## config.mk

```make
export PLATFORM = sky130hd
export DESIGN_NAME = mux2_rr_arbiter
export DESIGN_NICKNAME = d
export VERILOG_FILES = /design/src/rtl/mux2_rr_arbiter.sv
export SDC_FILE = /design/constraint.sdc
export NUM_CORES = 1
export LEC_CHECK = 0
export ABC_AREA = 1
export BUFFER_PORTS_ARGS = -buffer_cell sky130_fd_sc_hd__buf_2
export CORE_MARGIN = 2
export CORE_UTILIZATION = 50
export DETAILED_ROUTE_END_ITERATION = 6
export PLACE_DENSITY = 0.9
export SYNTH_ARGS = -nofsm -noshare
export SYNTH_HDL_FRONTEND = slang
export SYNTH_SLANG_ARGS = --single-unit
```

## constraint.sdc

```tcl
create_clock -name clk -period 2.6 [get_ports clk]
set_input_delay 0.13 -clock clk [delete_from_list [all_inputs] [get_ports clk]]
set_output_delay 0.13 -clock clk [all_outputs]
set_load 0.01 [all_outputs]
```

## src/rtl/mux2_rr_arbiter.sv

```systemverilog
// Round-robin 2:1 arbiter feeding a registered select/data stage; owner keeps grant up to BURST words under contention.
// Latency: a word accepted on edge N is on y_data/y_valid after edge N (one register stage).
// Backpressure: when y holds an unconsumed word and y_ready=0 both readys drop and y_data/sel hold.
module mux2_rr_arbiter #(
    parameter int WIDTH = 8,
    parameter int BURST = 4
) (
    input  logic             clk,
    input  logic             rst_n,
    input  logic             a_valid,
    input  logic [WIDTH-1:0] a_data,
    output logic             a_ready,
    input  logic             b_valid,
    input  logic [WIDTH-1:0] b_data,
    output logic             b_ready,
    output logic             sel,
    output logic             y_valid,
    output logic [WIDTH-1:0] y_data,
    input  logic             y_ready
);
    localparam int CW = $clog2(BURST + 1);

    typedef enum logic [1:0] {
        IDLE  = 2'd0,
        OWN_A = 2'd1,
        OWN_B = 2'd2
    } state_t;

    state_t          state;
    logic [CW-1:0]   cnt;
    logic            ptr;
    logic            load;
    logic            gnt_vld;
    logic            gnt_idx;
    logic            burst_left;
    logic            same_owner;

    assign load       = !y_valid || y_ready;
    assign burst_left = cnt < CW'(BURST);

    always_comb begin
        gnt_vld = 1'b0;
        gnt_idx = 1'b0;
        case (state)
            IDLE: begin
                if (a_valid && b_valid) begin
                    gnt_vld = 1'b1;
                    gnt_idx = ptr;
                end else if (a_valid || b_valid) begin
                    gnt_vld = 1'b1;
                    gnt_idx = b_valid;
                end
            end
            OWN_A: begin
                if (a_valid && (burst_left || !b_valid)) begin
                    gnt_vld = 1'b1;
                    gnt_idx = 1'b0;
                end else if (b_valid) begin
                    gnt_vld = 1'b1;
                    gnt_idx = 1'b1;
                end
            end
            OWN_B: begin
                if (b_valid && (burst_left || !a_valid)) begin
                    gnt_vld = 1'b1;
                    gnt_idx = 1'b1;
                end else if (a_valid) begin
                    gnt_vld = 1'b1;
                    gnt_idx = 1'b0;
                end
            end
            default: ;
        endcase
    end

    // Readys are forced low while reset is asserted so nothing is accepted into a clearing register.
    assign a_ready    = rst_n && load && gnt_vld && !gnt_idx;
    assign b_ready    = rst_n && load && gnt_vld && gnt_idx;
    assign same_owner = (state == OWN_A && !gnt_idx) || (state == OWN_B && gnt_idx);

    always_ff @(posedge clk or negedge rst_n) begin
        if (!rst_n) begin
            state   <= IDLE;
            cnt     <= '0;
            ptr     <= 1'b0;
            sel     <= 1'b0;
            y_valid <= 1'b0;
            y_data  <= '0;
        end else if (load) begin
            if (gnt_vld) begin
                y_data  <= gnt_idx ? b_data : a_data;
                y_valid <= 1'b1;
                sel     <= gnt_idx;
                state   <= gnt_idx ? OWN_B : OWN_A;
                ptr     <= !gnt_idx;
                if (same_owner)
                    cnt <= burst_left ? cnt + 1'b1 : cnt;
                else
                    cnt <= CW'(1);
            end else begin
                // Nothing to refill with: empty the register and forget ownership, keep ptr.
                y_valid <= 1'b0;
                state   <= IDLE;
                cnt     <= '0;
            end
        end
    end
endmodule

```

### Word level (Yosys, flattened, before mapping)

Index checks and enable logic that the tools add are counted.

| cells by class | value |
|---|---|
| $add $sub $neg | 1 |
| magnitude comparators | 1 |
| equality and inequality tests | 3 |
| mux-type cells | 19 |
| reductions and logical operators | 21 |

Operators with widths:

| cell | number |
|---|---|
| $mux 1 | 11 |
| $logic_and 1x1->1 | 9 |
| $mux 3 | 3 |
| $mux 8 | 1 |
| $pmux 1 s3 | 2 |
| $logic_or 1x1->1 | 5 |
| $logic_not 1->1 | 4 |
| $mux 2 | 2 |
| $reduce_and 2->1 | 2 |
| $add 3x1->3 const B | 1 |
| $lt 3x3->1 const B | 1 |
| $ne 3x3->1 const B | 1 |
| $eq 2x1->1 const B | 1 |
| $eq 2x2->1 const B | 1 |
| $logic_not 2->1 | 1 |

| storage, ports and cells | value |
|---|---|
| flip-flop bits (word level) | 16 |
| input port bits | 21 |
| output and inout bits | 12 |
| word-level logic and storage cells | 51 |

### Longest topological paths before layout

| depth | value |
|---|---|
| depth in word-level cells | 10 |
| depth in mapped cells | 9 |
| gate-level depth less buffers | 9 |

### Worst setup path after synthesis

OpenSTA, ideal clock, no wires.

| timing path | value |
|---|---|
| path kind | register -> output |
| start | register cnt[2] |
| end | output a_ready |
| data arrival time | 1.206 ns |
| required time | 2.470 ns |
| path slack | 1.264 ns |
| cell stages (with the launch flop) | 6 |
| buffers on the path | 0 |
| cells stage by stage | dfrtp_1 -> o21ai_1 -> o21ai_2 -> nor2_4 -> nand2_2 -> nor2_1 |

| between the ends | value |
|---|---|
| cells in the longest elaborated chain, start to end | 7 |

RTL lines:

| element | line | text |
|---|---|---|
| from (decl) | 30 | `logic [CW-1:0] cnt;` |
| from (signal assigned) | 97 | `cnt <= burst_left ? cnt + 1'b1 : cnt;` |
| $lt 3x3->1 * | 39 | `assign burst_left = cnt < CW'(BURST);` |
| $logic_or 1x1->1 (on tied branches) | 64, 55 |  |
| $logic_and 1x1->1 (on tied branches) | 64, 55 |  |
| $mux 1 (on tied branches) | 64, 55 |  |
| $pmux 1 s3 | 44 | `case (state)` |
| $logic_and 1x1->1 / $logic_not 1->1 (equally long branches) | 77 | `assign a_ready = rst_n && load && gnt_vld && !gnt_idx;` |
| $logic_and 1x1->1 * | 77 |  |
| to (decl) | 12 | `output logic a_ready,` |

Every way passes the cells marked *; elsewhere a longest branch is shown, timed or not.

### Worst setup path in the final report

| timing path | value |
|---|---|
| start | register state[0] |
| end | output a_ready |

| between the ends | value |
|---|---|
| cells in the longest elaborated chain, start to end | 4 |

RTL lines:

| element | line | text |
|---|---|---|
| from (decl) | 29 | `state_t state;` |
| from (signal assigned) | 94 | `state <= gnt_idx ? OWN_B : OWN_A;` |
| $eq 2x2->1 (tied with other cells) | 44 |  |
| $pmux 1 s3 | 44 |  |
| $logic_and 1x1->1 / $logic_not 1->1 (equally long branches) | 77 |  |
| $logic_and 1x1->1 * | 77 |  |

Marked as above.

==> impl_metrics.py <==
metrics = {
    "outcome": {
        "status": "finished, final reports clean",
    },
    "routing": {
        "avgRoutedWirePerCell_um": 11.7,
        "firstDrtPassIters": 4,
        "dr.first_iter.drc_count": 10,
        "drc": 0,
        "drtAntennaViolNets": 0,
        "num_vias": 830,
        "wirelength_mm": 1.85,
        "vias_per_cell": 5.25,
    },
    "grt": {
        "antenna_found_initial": 0,
        "overflow": 0,
        "grt_util_all_layers": 0.215,
        "grt_pass1_vias": 787,
        "grt_pass1_wl_mm": 3.12,
        "grt_max_degree": 18,
    },
    "floorplan": {
        "die-height_um": 44.9,
        "design.portCount": 33,
        "row_count": 14,
        "die_w_um": 44.9,
        "die-area_sq_um": 2020,
        "coreArea_sq_um": 1540,
        "initial_core_util": 0.543,
    },
    "layout": {
        "drive_gt1_frac": 0.331,
        "fill_cells": 125,
        "syn2layout_area_growth_pct": 26.5,
        "regArea_sq_um": 400,
        "multi_input_area_sq_um": 383,
        "diodes": 0,
        "fin_cells": 158,
        "fin_nets": 165,
    },
    "clock_tree": {
        "cts_sinks": 16,
        "cts_made_buffers": 3,
        "cts_tree": "done",
        "clock_path_buffers": 2,
        "clockRootBuffer": "clkbuf_4",
        "h-tree-depth": 1,
        "clock_latency_ps": 290,
        "cts.clk_slew.worst_paths_ps": 90,
        "cts_resized": 0,
    },
    "place": {
        "gp_congestion": 0.839,
        "dpl.hpwl_mm": 1.50,
        "port_buffers": 32,
        "dpl.cell_count": 153,
    },
    "yosys": {
        "synth_compound_area_frac": 0.0717,
        "synth_xor_area_frac": 0.0105,
        "yosysTopAreaCellShare": 0.478,
        "synthMuxAreaShare": 0,
        "synth.largest_area_cell": "dfrtp_1",
        "yosysWarnings": 0,
        "synth_area_sq_um": 837,
        "syn-num-nets": 128,
        "synthAdderAreaFrac": 0.0149,
        "syn_area_per_cell_sq_um": 7.90,
        "synthCells": 106,
        "synth_cell_types": 19,
        "synthSimpleGateAreaFrac": 0.360,
        "yosysSeqAreaShare": 0.478,
        "yosys-top-cells-area": "dfrtp_1 48%, nand2_1 16%, nand3_1 9.6%",
        "synth_top_family_by_area": "simple AND/OR/NAND/NOR gates",
        "synth_seq_cells": 16,
    },
    "min_path": {
        "worstHoldPathType": "primary input to flop",
    },
    "sta": {
        "tightest_slew_ps": 363,
        "setup_viol": 0,
        "relSlewSlack": 0.758,
        "finalCritPeriodShare": 0.743,
        "rsz0062_at_grt": "no",
        "finClkSkew_ps": 3.38,
        "hold_viol_final": 0,
        "min_period_ps": 1930,
        "max_freq_ghz": 0.518,
        "tns_ps": 0,
        "maxSlewViolCount": 0,
    },
    "flow_run": {
        "drv_cap": 0,
    },
    "setup_path": {
        "cp_max_fo": 12,
        "cp.required_ps": 2470,
        "worstPathCellList": "a21oi_1, nand2_2, inv_2, nand2_2, nor2_1, buf_2",
        "slowest_stage": "dfrtp_1",
        "cp_common_cell": "nand2_2",
        "crit_path_end_kind": "primary output",
        "crit_path_start_kind": "flop",
        "path_class": "flop to primary output",
        "slowest_delay_ps": 430,
        "arrival_ps": 1800,
    },
    "pwr": {
        "powerDensity_nw_per_um2": 1020,
        "ir_drop_mv": 0.554,
        "leakage_nw": 0.596,
    },
}
## synth_stat cells
library cell  count
o21ai_0           3
nand2_2           2
nand2_1          35
a31oi_2           1
nor3_1            3
nor2_4            1
xnor2_1           1
nor2_1            5
ha_1              1
inv_2             2
o21ai_1           2
a21oi_1           1
o21ai_2           2
inv_1            11
nor2_2            2
nand3_1          16
buf_2             1
nor2_8            1
dfrtp_1          16
## critical path, delay by kind of cell, from the launching register on
kind | cells | cell delay [ps]
AOI/OAI and AO/OA | 1 | 270
and+or+nand+nor | 3 | 460
buffers and inverters | 2 | 350
DFF | 1 | 430
## state kept, by name, summed over array words and instances (netlist names)
name and count:
ptr 1, sel 1, state 2, cnt 3
y_data 8, y_valid 1
## worst paths after layout
kind / to / start / depth (start not counted) / slack, ps
worst max-delay path: a_ready / state[0] / 6 / 670
worst min-delay path: y_data[0] / b_data[0] / 3 / 30
min in group asynchronous: y_data[1] / rst_n / 2 / 270
worst max register to register: y_data[7] / state[0] / 5 / 1130
max in group asynchronous: state[1] / rst_n / 2 / 2060
worst min register to register: sel / sel / 2 / 490
## metrics by stage
stage          cell area (sq um)  power (W)  hold slack (ps)  utilization  setup WS [ps]
2_1_floorplan                837   0.000764             -166            -           1260
6_report                    1060    0.00108             33.4        0.687            668
3_3_place_gp                1010   0.000907             59.5        0.657           1080
3_5_place_dp                1010   0.000927             64.0        0.657            995
4_1_cts                     1060    0.00109             37.9        0.687            665
5_1_grt                     1060    0.00117             59.5        0.687            518
## what timing repair did
action,4_1_cts,5_1_grt
buffers inserted,0,0
hold buffers,1,0
setup endpoints to repair,0,0
endpoints found under the hold margin,16,0
## cell usage in the layout, fill, tap and decap left out, types with 3 or more instances in the layout
| cell type | count |
|---|---|
| inv_1 | 11 |
| buf_2 | 32 |
| dfrtp_1 | 16 |
| clkbuf_4 | 3 |
| nand2_1 | 35 |
| nand3_1 | 16 |
| nor3_1 | 3 |
| nor2_1 | 5 |
| o21ai_0 | 3 |
## metal layers
| layer | track usage | routed length, um | vias to the layer above |
|---|---|---|---|
| li1 | - | - | 413 |
| met2 | 0.357 | 962 | 23 |
| met3 | 0.0280 | 82 | 5 |
| met4 | 0.141 | 48 | 0 |
| met5 | 0 | 0 | - |
| met1 | 0.262 | 753 | 389 |
## power by group
part | leakage [nW] | switching (W) | internal, W | total [W]
Clock | 0.0210 | 0.0000805 | 0.0000855 | 0.000166
Sequential | 0.197 | 0.0000699 | 0.000359 | 0.000429
Combinational | 0.378 | 0.000302 | 0.000187 | 0.000490
## kinds of logic after synthesis
kind of cell | count (synthesis)
AND/OR/NAND/NOR | 65
buffers and inverters | 14
XOR/XNOR | 1
flip-flops | 16
AO/OA/AOI/OAI | 9
adder cells (fa/ha/maj) | 1
## area by class of cell
type,count,share of cell area
well taps,16,0.0189
clock buffers,4,0.0343
flip-flops and latches,16,0.378
multi-input cells,76,0.362
repair buffers,33,0.161
inverters,13,0.0461
No activity file was read; power rests on OpenSTA's default activity.
